===== src/rtl/fifo_rr_ctrl.sv =====
// fifo_rr_ctrl
//   Circular-FIFO sequencer for a dual-port RAM with a registered read port.
//   Two write requesters share the single RAM write port in round-robin order.
//   One reader pops entries. The popped word appears on the RAM read data
//   one cycle after rd_ack, and rd_valid marks that cycle.
//
// Ports
//   clk, kill                 clock, synchronous active-high reset
//   wrN_req/wrN_data/wrN_ack  write requesters 0 and 1 (acks combinational)
//   rd_req/rd_ack             read request and accept (ack combinational)
//   rd_valid                  RAM read data holds the popped word this cycle
//   ram_we/ram_wr_addr/ram_wr_data/ram_rd_addr   RAM control
//   count/full/empty          registered occupancy and flags
module fifo_rr_ctrl #(
    parameter int unsigned DATA_WIDTH  = 12,
    parameter int unsigned ADDR_WIDTH  = 12,
    parameter int unsigned STACK_DEPTH = 5
) (
    input  logic                  clk,
    input  logic                  kill,
    input  logic                  wr0_req,
    input  logic [DATA_WIDTH-1:0] wr0_data,
    output logic                  wr0_ack,
    input  logic                  wr1_req,
    input  logic [DATA_WIDTH-1:0] wr1_data,
    output logic                  wr1_ack,
    input  logic                  rd_req,
    output logic                  rd_ack,
    output logic                  rd_valid,
    output logic                  ram_we,
    output logic [ADDR_WIDTH-1:0] ram_wr_addr,
    output logic [DATA_WIDTH-1:0] ram_wr_data,
    output logic [ADDR_WIDTH-1:0] ram_rd_addr,
    output logic [ADDR_WIDTH:0]   count,
    output logic                  full,
    output logic                  empty
);

    localparam logic [ADDR_WIDTH-1:0] LAST_C  = ADDR_WIDTH'(STACK_DEPTH - 1);
    localparam logic [ADDR_WIDTH:0]   DEPTH_C = (ADDR_WIDTH + 1)'(STACK_DEPTH);

    logic [ADDR_WIDTH-1:0] wr_ptr_q, wr_ptr_d;
    logic [ADDR_WIDTH-1:0] rd_ptr_q, rd_ptr_d;
    logic [ADDR_WIDTH:0]   count_q, count_d;
    logic                  rr_q, rr_d;
    logic                  rd_valid_q;
    logic                  full_q, empty_q;

    logic                  wr_ok, gnt0, gnt1, wr_acc, rd_acc;

    function automatic logic [ADDR_WIDTH-1:0] ptr_inc(input logic [ADDR_WIDTH-1:0] p);
        return (p == LAST_C) ? '0 : p + 1'b1;
    endfunction

    always_comb begin
        // Gating on the registered flags only keeps a same-cycle read from
        // opening space for a write (and vice versa).
        wr_ok  = !kill && !full_q;
        gnt0   = wr_ok && wr0_req && (!wr1_req || !rr_q);
        gnt1   = wr_ok && wr1_req && (!wr0_req ||  rr_q);
        wr_acc = gnt0 | gnt1;
        rd_acc = rd_req && !empty_q && !kill;

        rr_d     = rr_q;
        wr_ptr_d = wr_ptr_q;
        rd_ptr_d = rd_ptr_q;
        count_d  = count_q;

        // Favour the other requester after any grant.
        if (gnt0) rr_d = 1'b1;
        if (gnt1) rr_d = 1'b0;
        if (wr_acc) wr_ptr_d = ptr_inc(wr_ptr_q);
        if (rd_acc) rd_ptr_d = ptr_inc(rd_ptr_q);

        unique case ({wr_acc, rd_acc})
            2'b10:   count_d = count_q + 1'b1;
            2'b01:   count_d = count_q - 1'b1;
            default: count_d = count_q;
        endcase
    end

    always_ff @(posedge clk) begin
        if (kill) begin
            wr_ptr_q   <= '0;
            rd_ptr_q   <= '0;
            count_q    <= '0;
            rr_q       <= 1'b0;
            rd_valid_q <= 1'b0;
            full_q     <= 1'b0;
            empty_q    <= 1'b1;
        end else begin
            wr_ptr_q   <= wr_ptr_d;
            rd_ptr_q   <= rd_ptr_d;
            count_q    <= count_d;
            rr_q       <= rr_d;
            rd_valid_q <= rd_acc;
            full_q     <= (count_d == DEPTH_C);
            empty_q    <= (count_d == '0);
        end
    end

    assign wr0_ack     = gnt0;
    assign wr1_ack     = gnt1;
    assign rd_ack      = rd_acc;
    assign rd_valid    = rd_valid_q;
    assign ram_we      = wr_acc;
    assign ram_wr_addr = wr_ptr_q;
    assign ram_wr_data = gnt1 ? wr1_data : wr0_data;
    assign ram_rd_addr = rd_ptr_q;
    assign count       = count_q;
    assign full        = full_q;
    assign empty       = empty_q;

endmodule


===== config.mk =====
export PLATFORM = sky130hd
export DESIGN_NAME = fifo_rr_ctrl
export DESIGN_NICKNAME = d
export VERILOG_FILES = /design/src/rtl/fifo_rr_ctrl.sv
export SDC_FILE = /design/constraint.sdc
export NUM_CORES = 1
export LEC_CHECK = 0
export ABC_AREA = 1
export ABC_CLOCK_PERIOD_IN_PS = 3500
export BUFFER_PORTS_ARGS = -buffer_cell sky130_fd_sc_hd__buf_2
export CAP_MARGIN = 20
export CORE_ASPECT_RATIO = 0.75
export CORE_MARGIN = 2
export CORE_UTILIZATION = 49
export CTS_CLUSTER_DIAMETER = 80
export DETAILED_ROUTE_END_ITERATION = 8
export PLACE_DENSITY_LB_ADDON = 0.3
export SLEW_MARGIN = 20
export SYNTH_ARGS = -nofsm -noshare
export SYNTH_HDL_FRONTEND = slang
export SYNTH_SLANG_ARGS = --single-unit
export TNS_END_PERCENT = 100

===== constraint.sdc =====
create_clock -name clk -period 3.5 [get_ports clk]
set_input_delay 0.525 -clock clk [delete_from_list [all_inputs] [get_ports clk]]
set_output_delay 0.525 -clock clk [all_outputs]
set_load 0.01 [all_outputs]

==> results of run 1 <==
## through the flow
step	instance area, sq um	util	instances
after floorplan	2853	-	454
after global placement	3381	0.5925	615
after detailed placement	3381	0.5925	615
after CTS	3467	0.6077	622
after global routing	3467	0.6077	622
final	3467	0.6077	622
## cell families after synthesis
kind of cell,Yosys count,share of synthesized area
mux,1,0.003509
compound gates,49,0.09693
simple gates,272,0.4276
fa+ha+maj,17,0.07719
buf+inv,70,0.09474
flops,41,0.2877
xor+xnor,4,0.01228
## worst min path at each step
stage                                      start                            to  slack, ns  cells after the start
finish              ram_wr_addr[10]$_SDFFE_PP0P_  ram_wr_addr[10]$_SDFFE_PP0P_       0.46                      1
global route        ram_wr_addr[10]$_SDFFE_PP0P_  ram_wr_addr[10]$_SDFFE_PP0P_       0.51                      1
CTS                 ram_wr_addr[10]$_SDFFE_PP0P_  ram_wr_addr[10]$_SDFFE_PP0P_       0.47                      1
detailed placement  ram_wr_addr[10]$_SDFFE_PP0P_  ram_wr_addr[10]$_SDFFE_PP0P_       0.46                      1
global placement    ram_wr_addr[10]$_SDFFE_PP0P_  ram_wr_addr[10]$_SDFFE_PP0P_       0.45                      1
floorplan                      rr_q$_SDFFE_PP0P_             rr_q$_SDFFE_PP0P_       0.48                      2
## synth_stat cells (all sizes together)
cell type  count  share of area
fa             1         0.0070
o21ai         13          0.023
o21a           3         0.0079
nor3          13          0.032
nor2          50          0.074
and3           1         0.0022
o21bai         1         0.0026
buf            4         0.0070
nand4          7          0.015
nand2        151           0.20
a21oi         28          0.052
or2            4         0.0088
xor2           4          0.012
nor3b          4          0.012
a21boi         1         0.0026
nand3b         3         0.0079
clkbuf         2         0.0026
nand3         37          0.068
o211ai         1         0.0044
ha            16          0.070
dfxtp         41           0.29
a211oi         1         0.0026
nor4           2         0.0044
mux2i          1         0.0035
a31oi          1         0.0022
inv           64          0.085
## registers in the layout (all words and copies together) (netlist names)
name         flops
empty            1
rd_valid         1
count           13
full             1
ram_wr_addr     12
ram_rd_addr     12
rr_q             1
## critical path, delay by kind of cell
kind | cells | cell delay [ns]
AO/OA/AOI/OAI | 1 | 0.14
adder cells (fa/ha/maj) | 2 | 0.63
buffers and inverters | 3 | 0.41
AND/OR/NAND/NOR | 14 | 1.52
## cell type report
| type | count | area share |
|---|---|---|
| clock buffer | 7 | 0.02490 |
| sequential | 41 | 0.2367 |
| tap | 78 | 0.02815 |
| inverter | 64 | 0.07001 |
| multi-input combinational | 343 | 0.5081 |
| timing repair buffer | 89 | 0.1321 |
## metal layers
| layer | vias to the layer above | routed length, um | global-route usage |
|---|---|---|---|
| li1 | 1629 | - | - |
| met1 | 1348 | 3653 | 0.3419 |
| met2 | 108 | 2956 | 0.3521 |
| met3 | 9 | 623 | 0.06365 |
| met4 | 0 | 88 | 0.05141 |
| met5 | - | 0 | 0 |
## report_power, final
group	switching (mW)	leakage [nW]	internal, mW
sequential	0.0249	0.333	0.489
combinational	0.187	1.49	0.119
clock	0.154	0.0443	0.156
total	0.365	1.87	0.765
==> summary.md, run 1 <==
| Metric | Value |
|---|---|
| Die Width | 92.11 um |
| Layout cells sized above 1 | 0.2132 |
| Hold WS | 0.4610 ns |
| Vias in the first global route | 2767 |
| Total gr overflow | 0 |
| Avg Synthesized Cell Area | 6.284 sq um |
| Most frequent CP cell | nand2_1 |
| Hold_buf cts | 0 |
| H-tree depth | 2 |
| Pwr dens | 325.9 nW/um^2 |
| Max Cap Viol | 0 |
| Crit. End Element | flop |
| CTS Buf Count | 5 |
| Post-DP HPWL | 5911 um |
| Row count | 24 |
| Cell Chain, Critical Path | buf_2 > nor2_2 > o211ai_2 > nand2_4 > inv_4 > ha_1 > buf_4 > ha_1 > nand2_1 > nor2_1 > nand3_1 > nand2_1 > nand2_1 > nand3_1 > nand2_1 > nor2_1 > nand2_1 > nor2_1 > nand3_1 > nand2_1 |
| Crit path max fanout | 8 |
| # IOs | 85 |
| Die Y | 70.08 um |
| Worst Tran Pin Value | 0.5170 ns |
| Final hold violation count | 0 |
| Worst slew margin | 0.6527 |
| Reg-to-reg startpoint | full$_SDFF_PP0_ |
| Crit path capture | empty$_SDFF_PP1_ |
| Leak | 1.867 nW |
| Final Cycle Share | 0.8554 |
| Clock Skew | 0.004005 ns |
| Largest net degree at the start of global routing | 20 |
| Setup TNS | 0 ns |
| CP max stage delay | 0.36 ns |
| Ant. Diodes | 0 |
| Post_cts resized | 0 |
| Iteration-0 DRC Markers | 111 |
| Worst Slack Setup Final | 0.5062 ns |
| Reg2reg end | empty$_SDFF_PP1_ |
| CTS sink cnt | 41 |
| Type of the most critical hold path | reg2reg |
| Commonest non-fill, non-tap cell in the layout | nand2_1 |
| RSZ-0062 raised after global routing | no |
| CP max-delay cell | ha_1 |
| Area Growth Syn to Fin | 21.54% |
| RePlAce Congestion | 0.9561 |
| Nets | 590 |
| Via-to-Cell Ratio | 4.974 |
| Worst-path clk slew | 0.07 ns |
| WL/cell | 11.77 um |
| Post-CTS Setup Bufs | 0 |
| Final setup vio count | 0 |
| Vias post-DR | 3094 |
| Initial Util | 0.5000 |
| Crit path time final | 2.994 ns |
| CP startpoint | kill |
| Syn nets | 500 |
| 1st-pass router iterations | 4 |
| Synthesized area | 2853 sq um |
| Flop2flop setup slack | 0.54 ns |
| Cell variety after synth | 39 |
| Sequential Area | 820.8 sq um |
| Syn Inst Count | 454 |
| DIE AREA | 6455 sq um |
| Fmax | 334.0 MHz |
| Req. time, crit path | 3.74 ns |
| Skew-Pair Late Insertion Delay | 0.29 ns |
| Slew Viols, Final | 0 |
| Crit Path Category | in2reg |
| GRT Resource Usage Total | 0.2359 |
| Reg2Reg Depth | 19 |
| Port Buffer Count | 84 |
| #FFs+latches synth | 41 |
| Area of the multi-input gates | 1762 sq um |
| VDD IR max | 0.0002707 V |
| Clock Path Buffers | 2 |
| Post-synthesis sequential area ratio | 0.2877 |
| Ys Warns | 0 |
| Initial antenna violation count | 0 |
| Element type at the critical path start | primary input |
| ANT nets after route | 0 |
| Number of fill cells | 571 |
| Setup WS pre-CTS | 0.2263 ns |
| Post-route DRC violation count | 0 |
| CTS tree | done |
| Clk Tree Root Cell | clkbuf_8 |
| Area of the core | 5705 sq um |
| First-pass GRT wire length | 12450 um |
| Commonest cells after routing, fill and taps aside | nand2_1 (149), buf_2 (84), inv_1 (63) |
| Drt total wl | 7321 um |
| Worst endpoint data arrival time | 3.23 ns |
| Pwr Total | 1.130 mW |
| Status | completed |
(Power assumes the default switching activity.)
==> inputs of run 2 (changes only) <==
Settings changed: CAP_MARGIN 20 to 10, CORE_UTILIZATION 49 to 50.
==> run 2 against run 1 <==
  * Critical endpoint unchanged
  * Combinational power about the same
  * First-iteration DRC count up 120%
  * Routed wire length increased by 4.2%
  * Via count increased by 1.4%
  * Highest routed layer unchanged
  * Cell area fell by 0.11%
  * Clock-buffer cell count unchanged
  * Sequential share of layout area about the same
  * Worst setup slack worse by 0.13 ns
==> summary.md, run 2 (synthesis gave the netlist of run 1 again) <==
| Metric | Value |
|---|---|
| Status | completed |
| Hold WS | 0.4689 ns |
| Die Width | 91.22 um |
| Met3 Usage GRT | 0.05217 |
| Crit path time final | 3.119 ns |
| Initial Util | 0.5273 |
| H-tree depth | 2 |
| Fmax | 320.6 MHz |
| Die Y | 69.42 um |
| Gr busiest metal | met2 |
| Worst path top cell family by delay | simple AND/OR/NAND/NOR gates |
| DIE AREA | 6332 sq um |
| CP startpoint | rr_q$_SDFFE_PP0P_ |
| Ant. Diodes | 0 |
| CP bufs+invs | 4 |
| Number of fill cells | 496 |
| Hold path cells | 1 |
| Met1 Use GR | 0.3498 |
| Post-CTS Setup Bufs | 0 |
| CTS sink cnt | 41 |
| Largest net degree at the start of global routing | 19 |
| Worst slew margin | 0.6351 |
| Final Cycle Share | 0.8911 |
| Worst-path clk slew | 0.08 ns |
| Layout cells sized above 1 | 0.2136 |
| Req. time, crit path | 3.74 ns |
| Type of the most critical hold path | reg2reg |
| CP Depth | 20 |
| Final hold violation count | 0 |
| Area of the core | 5410 sq um |
| CTS Buf Count | 5 |
| VDD IR max | 0.0002140 V |
| CP max stage delay | 0.51 ns |
| Slew Viols, Final | 0 |
| Total gr overflow | 0 |
| Worst Tran Pin Value | 0.5432 ns |
| Drt total wl | 7627 um |
| GRT Resource Usage Total | 0.2435 |
| Reg2Reg Depth | 20 |
| # IOs | 85 |
| Initial antenna violation count | 0 |
| Worst endpoint data arrival time | 3.36 ns |
| Iteration-0 DRC Markers | 247 |
| Flip-flop count of the largest register after layout | 13 |
| Post_cts resized | 0 |
| Final setup vio count | 0 |
| Skew-Pair Late Insertion Delay | 0.30 ns |
| Post-route DRC violation count | 0 |
| Vias post-DR | 3138 |
| CTS tree | done |
| Element type at the critical path start | flop |
| RSZ-0062 raised after global routing | no |
| CP max-delay cell | ha_1 |
| Commonest non-fill, non-tap cell in the layout | nand2_1 |
| Cell Chain, Critical Path | inv_1 > o211ai_2 > nand2_4 > inv_4 > ha_1 > inv_1 > fa_1 > inv_1 > nand2_1 > nand2_1 > nand3_1 > nand2_1 > nand2_1 > nand3_1 > nand2_1 > nor2_1 > nand2_1 > nor2_1 > nand3_1 > nand2_1 |
| 1st-pass router iterations | 5 |
| RePlAce Congestion | 0.9014 |
| Area Growth Syn to Fin | 21.40% |
| Via-to-Cell Ratio | 5.078 |
| Row count | 23 |
| Crit path max fanout | 13 |
| First-pass GRT wire length | 12880 um |
| Clock Skew | 0.009057 ns |
| Setup TNS | 0 ns |
| Crit. End Element | flop |
| Commonest cells after routing, fill and taps aside | nand2_1 (149), buf_2 (84), inv_1 (63) |
| Crit Path Category | reg2reg |
| Pwr dens | 338.1 nW/um^2 |
| Max Cap Viol | 0 |
| Clock Path Buffers | 2 |
| Met2 Use GR | 0.3728 |
| Clk Tree Root Cell | clkbuf_8 |
| Vias in the first global route | 2855 |
| Leak | 1.866 nW |
| Port Buffer Count | 84 |
| Worst Hold Launch | ram_wr_addr[10]$_SDFFE_PP0P_ |
| Nets | 588 |
| Most frequent CP cell | nand2_1 |
| ANT nets after route | 0 |
| Post-DP HPWL | 5960 um |
| Reg-to-reg startpoint | rr_q$_SDFFE_PP0P_ |
| Hold_buf cts | 0 |
| WL/cell | 12.34 um |
## run 2: cell types whose count changed in the layout (fill, tap and decap cells not counted)
cell	previous run	this run
clkbuf_8	6	7
buf_4	5	3
clkbuf_1	1	0
clkinv_2	0	1
## run 2: worst paths after layout
path / endpoint / slack, ns
setup / recovery: empty$_SDFF_PP1_ / 0.38
hold / removal: ram_wr_addr[10]$_SDFFE_PP0P_ / 0.47
setup reg to reg: empty$_SDFF_PP1_ / 0.38
hold reg to reg: ram_wr_addr[10]$_SDFFE_PP0P_ / 0.47
## run 2: cell type report
cell class	count	area (sq um)	share of cell area
Clock inverter	1	5.005	0.001445
Inverter	64	242.7	0.07009
Sequential cell	41	820.8	0.2370
Multi-Input combinational cell	343	1762	0.5087
Clock buffer	7	96.34	0.02782
Timing Repair Buffer	87	442.9	0.1279
Tap cell	75	93.84	0.02710
## run 2: power by group
| group | total (mW) | internal (mW) | switching, mW |
|---|---|---|---|
| combinational | 0.307 | 0.118 | 0.189 |
| sequential | 0.515 | 0.489 | 0.0256 |
| clock | 0.349 | 0.179 | 0.171 |
| total | 1.17 | 0.786 | 0.385 |
## run 2: stage by stage
step           cell area (sq um)    util  instances  setup slack (ns)  power, mW
6_report                    3463  0.6401        618            0.3812      1.171
5_1_grt                     3463  0.6401        618           0.08941      1.231
4_1_cts                     3463  0.6401        618            0.4293      1.172
3_5_place_dp                3362  0.6214        610            0.1641     0.8289
3_3_place_gp                3362  0.6214        610            0.3320     0.8221
2_1_floorplan               2853       -        454            0.6938     0.7243
## run 2: metal layers
metal	vias to the layer above	wire length (um)
met1	1361	3690
met3	9	607
li1	1630	-
met4	0	69
met5	-	0
met2	138	3259
==> inputs of run 3 (changes only) <==
Settings changed: ABC_CLOCK_PERIOD_IN_PS 3500 to 2600, CORE_UTILIZATION 50 to 47.
Clock period 3.5 ns to 2.6 ns, I/O delays scaled along.
==> run 3 against run 2 <==
  * Hold slack lost 0.078 ns
  * Clock-buffer cell count shrank 1
  * Worst setup slack lost 0.27 ns
  * Clock power grew 19%
  * Core utilization grew 4.8 points
  * First-iteration DRC count shrank 30%
  * Sequential power grew 36%
  * Register-to-register slack lost 0.27 ns
  * Clock skew grew 0.0061 ns
  * Total power grew 43%
  * Routed wire length grew 8.0%
  * Cell area grew 16%
  * Largest cell class unchanged
  * Largest power group unchanged
==> summary.md, run 3 (synthesis gave the netlist of run 1 again) <==
| Metric | Value |
|---|---|
| Drt total wl | 8236 um |
| VDD IR max | 0.0002573 V |
| Area Growth Syn to Fin | 40.57% |
| Worst Tran Pin Value | 0.5426 ns |
| Crit path time final | 2.487 ns |
| 1st-pass router iterations | 5 |
| Leak | 2.035 nW |
| Crit. End Element | flop |
| Flop2flop setup slack | 0.11 ns |
| Nets | 617 |
| Die Width | 93.96 um |
| Area of the core | 5826 sq um |
| Element type at the critical path start | flop |
| Pwr Total | 1.676 mW |
| Max Cap Viol | 0 |
| Hold path cells | 3 |
| Initial Util | 0.4897 |
| Worst endpoint data arrival time | 2.72 ns |
| Reg2Reg Depth | 16 |
| Worst Slack Setup Final | 0.1133 ns |
| Sw Ratio | 0.3431 |
| Setup WS pre-CTS | -0.2728 ns |
| Pwr dens | 418.1 nW/um^2 |
| Clock power frac | 0.247 |
| Final hold violation count | 0 |
| Clock Path Buffers | 2 |
| GRT Resource Usage Total | 0.2392 |
| Number of fill cells | 529 |
| Final Cycle Share | 0.9564 |
| Via-to-Cell Ratio | 5.023 |
| H-tree depth | 2 |
| Ant. Diodes | 0 |
| Iteration-0 DRC Markers | 174 |
| Post-DP HPWL | 6273 um |
| Commonest non-fill, non-tap cell in the layout | nand2_1 |
| Clock Skew | 0.01518 ns |
| RePlAce Congestion | 0.9177 |
| Internal Power | 1.101 mW |
| Row count | 24 |
| CTS Buf Count | 5 |
| ANT nets after route | 0 |
| Skew-Pair Late Insertion Delay | 0.30 ns |
| Initial antenna violation count | 0 |
| Post-route non-filler standard cell count | 650 |
| Final setup vio count | 0 |
| Post-route DRC violation count | 0 |
| DIE AREA | 6715 sq um |
| CTS tree | done |
| Psw | 0.5752 mW |
| Layout cells sized above 1 | 0.3514 |
| Commonest cells after routing, fill and taps aside | nand2_1 (133), buf_2 (84), inv_1 (59) |
| Area of the multi-input gates | 2091 sq um |
| Clk Tree Root Cell | clkbuf_8 |
| CP startpoint | full$_SDFF_PP0_ |
| Port Buffer Count | 84 |
| Reg-to-reg startpoint | full$_SDFF_PP0_ |
| Placed Cells | 636 |
| Crit path capture | full$_SDFF_PP0_ |
| # IOs | 85 |
| CTS sink cnt | 41 |
| Worst slew margin | 0.6355 |
| Total gr overflow | 0 |
| Req. time, crit path | 2.84 ns |
| Vias post-DR | 3265 |
| Gate power share | 0.335 |
| Type of the most critical hold path | in2reg |
| Hold_buf cts | 0 |
| Sequential Area | 823.3 sq um |
| Flip-flop count of the largest register after layout | 13 |
| Status | completed |
| Worst-path clk slew | 0.09 ns |
| Vias in the first global route | 2834 |
| Crit path max fanout | 5 |
| Hold WS | 0.3912 ns |
| Fmax | 402.1 MHz |
| Slew Viols, Final | 0 |
| Largest net degree at the start of global routing | 20 |
| First-pass GRT wire length | 12810 um |
| Crit Path Category | reg2reg |
| Seq pwr share | 0.418 |
| WL/cell | 12.67 um |
| Die Y | 71.47 um |
| Core Util, Final | 0.6884 |
| Reg2reg end | full$_SDFF_PP0_ |
-- run 3: stage by stage --
step | instance area (sq um) | TNS [ns]
after floorplan | 2855 | 0
after global placement | 3541 | -0.4729
after detailed placement | 3541 | -0.7482
after CTS | 3709 | 0
after global routing | 4010 | -0.03707
final | 4010 | 0
-- run 3: how the worst min path moves through the flow --
| stage | start | to | slack [ns] |
|---|---|---|---|
| 4_1_cts | rd_req | rd_valid$_SDFF_PP0_ | 0.38 |
| 3_5_place_dp | ram_wr_addr[10]$_SDFFE_PP0P_ | ram_wr_addr[10]$_SDFFE_PP0P_ | 0.45 |
| 5_1_grt | rd_req | rd_valid$_SDFF_PP0_ | 0.38 |
| 2_1_floorplan | rr_q$_SDFFE_PP0P_ | rr_q$_SDFFE_PP0P_ | 0.48 |
| 3_3_place_gp | ram_wr_addr[10]$_SDFFE_PP0P_ | ram_wr_addr[10]$_SDFFE_PP0P_ | 0.45 |
| 6_report | rd_req | rd_valid$_SDFF_PP0_ | 0.39 |
-- run 3: worst max-delay path, cell delays in order, from the launching register on --
cell	delay, ns
dfxtp_2	0.34
nor2_4	0.16
o211ai_4	0.10
nand2_4	0.09
inv_4	0.04
ha_4	0.18
buf_4	0.17
ha_4	0.29
nand2_1	0.09
buf_4	0.15
nor3_2	0.12
nand2_1	0.10
nand3_1	0.07
nand2_1	0.06
mux2i_2	0.23
nand2_1	0.08
nor2_1	0.12
-- run 3: layout make-up --
type	count	share of cell area
clock buffers	6	0.01810
clock inverters	2	0.002496
inverters	64	0.06053
multi-input cells	343	0.5214
flip-flops and latches	41	0.2053
well taps	78	0.02434
repair buffers	116	0.1679
-- run 3: routing by layer --
| layer | share of wire | routed length [um] | track usage | vias up |
|---|---|---|---|---|
| met5 | 0 | 0 | 0 | - |
| met4 | 0.013 | 108 | 0.06280 | 0 |
| met3 | 0.072 | 596 | 0.06519 | 10 |
| met2 | 0.43 | 3542 | 0.3595 | 108 |
| met1 | 0.48 | 3988 | 0.3410 | 1460 |
| li1 | - | - | - | 1687 |
-- run 3: timing repair --
action,CTS,global route
gates resized for setup,10,63
buffers inserted,0,6
endpoints found under the setup margin,3,4
pin swaps,2,21
gates cloned,0,0
-- run 3: power by group through the flow --
stage / Sequential (mW) / Clock, mW / Combinational [mW]
floorplan: 0.712 / 0 / 0.264
global route: 0.705 / 0.449 / 0.630
finish: 0.700 / 0.414 / 0.562
detailed placement: 0.706 / 0 / 0.467
CTS: 0.695 / 0.423 / 0.486
global placement: 0.707 / 0 / 0.462
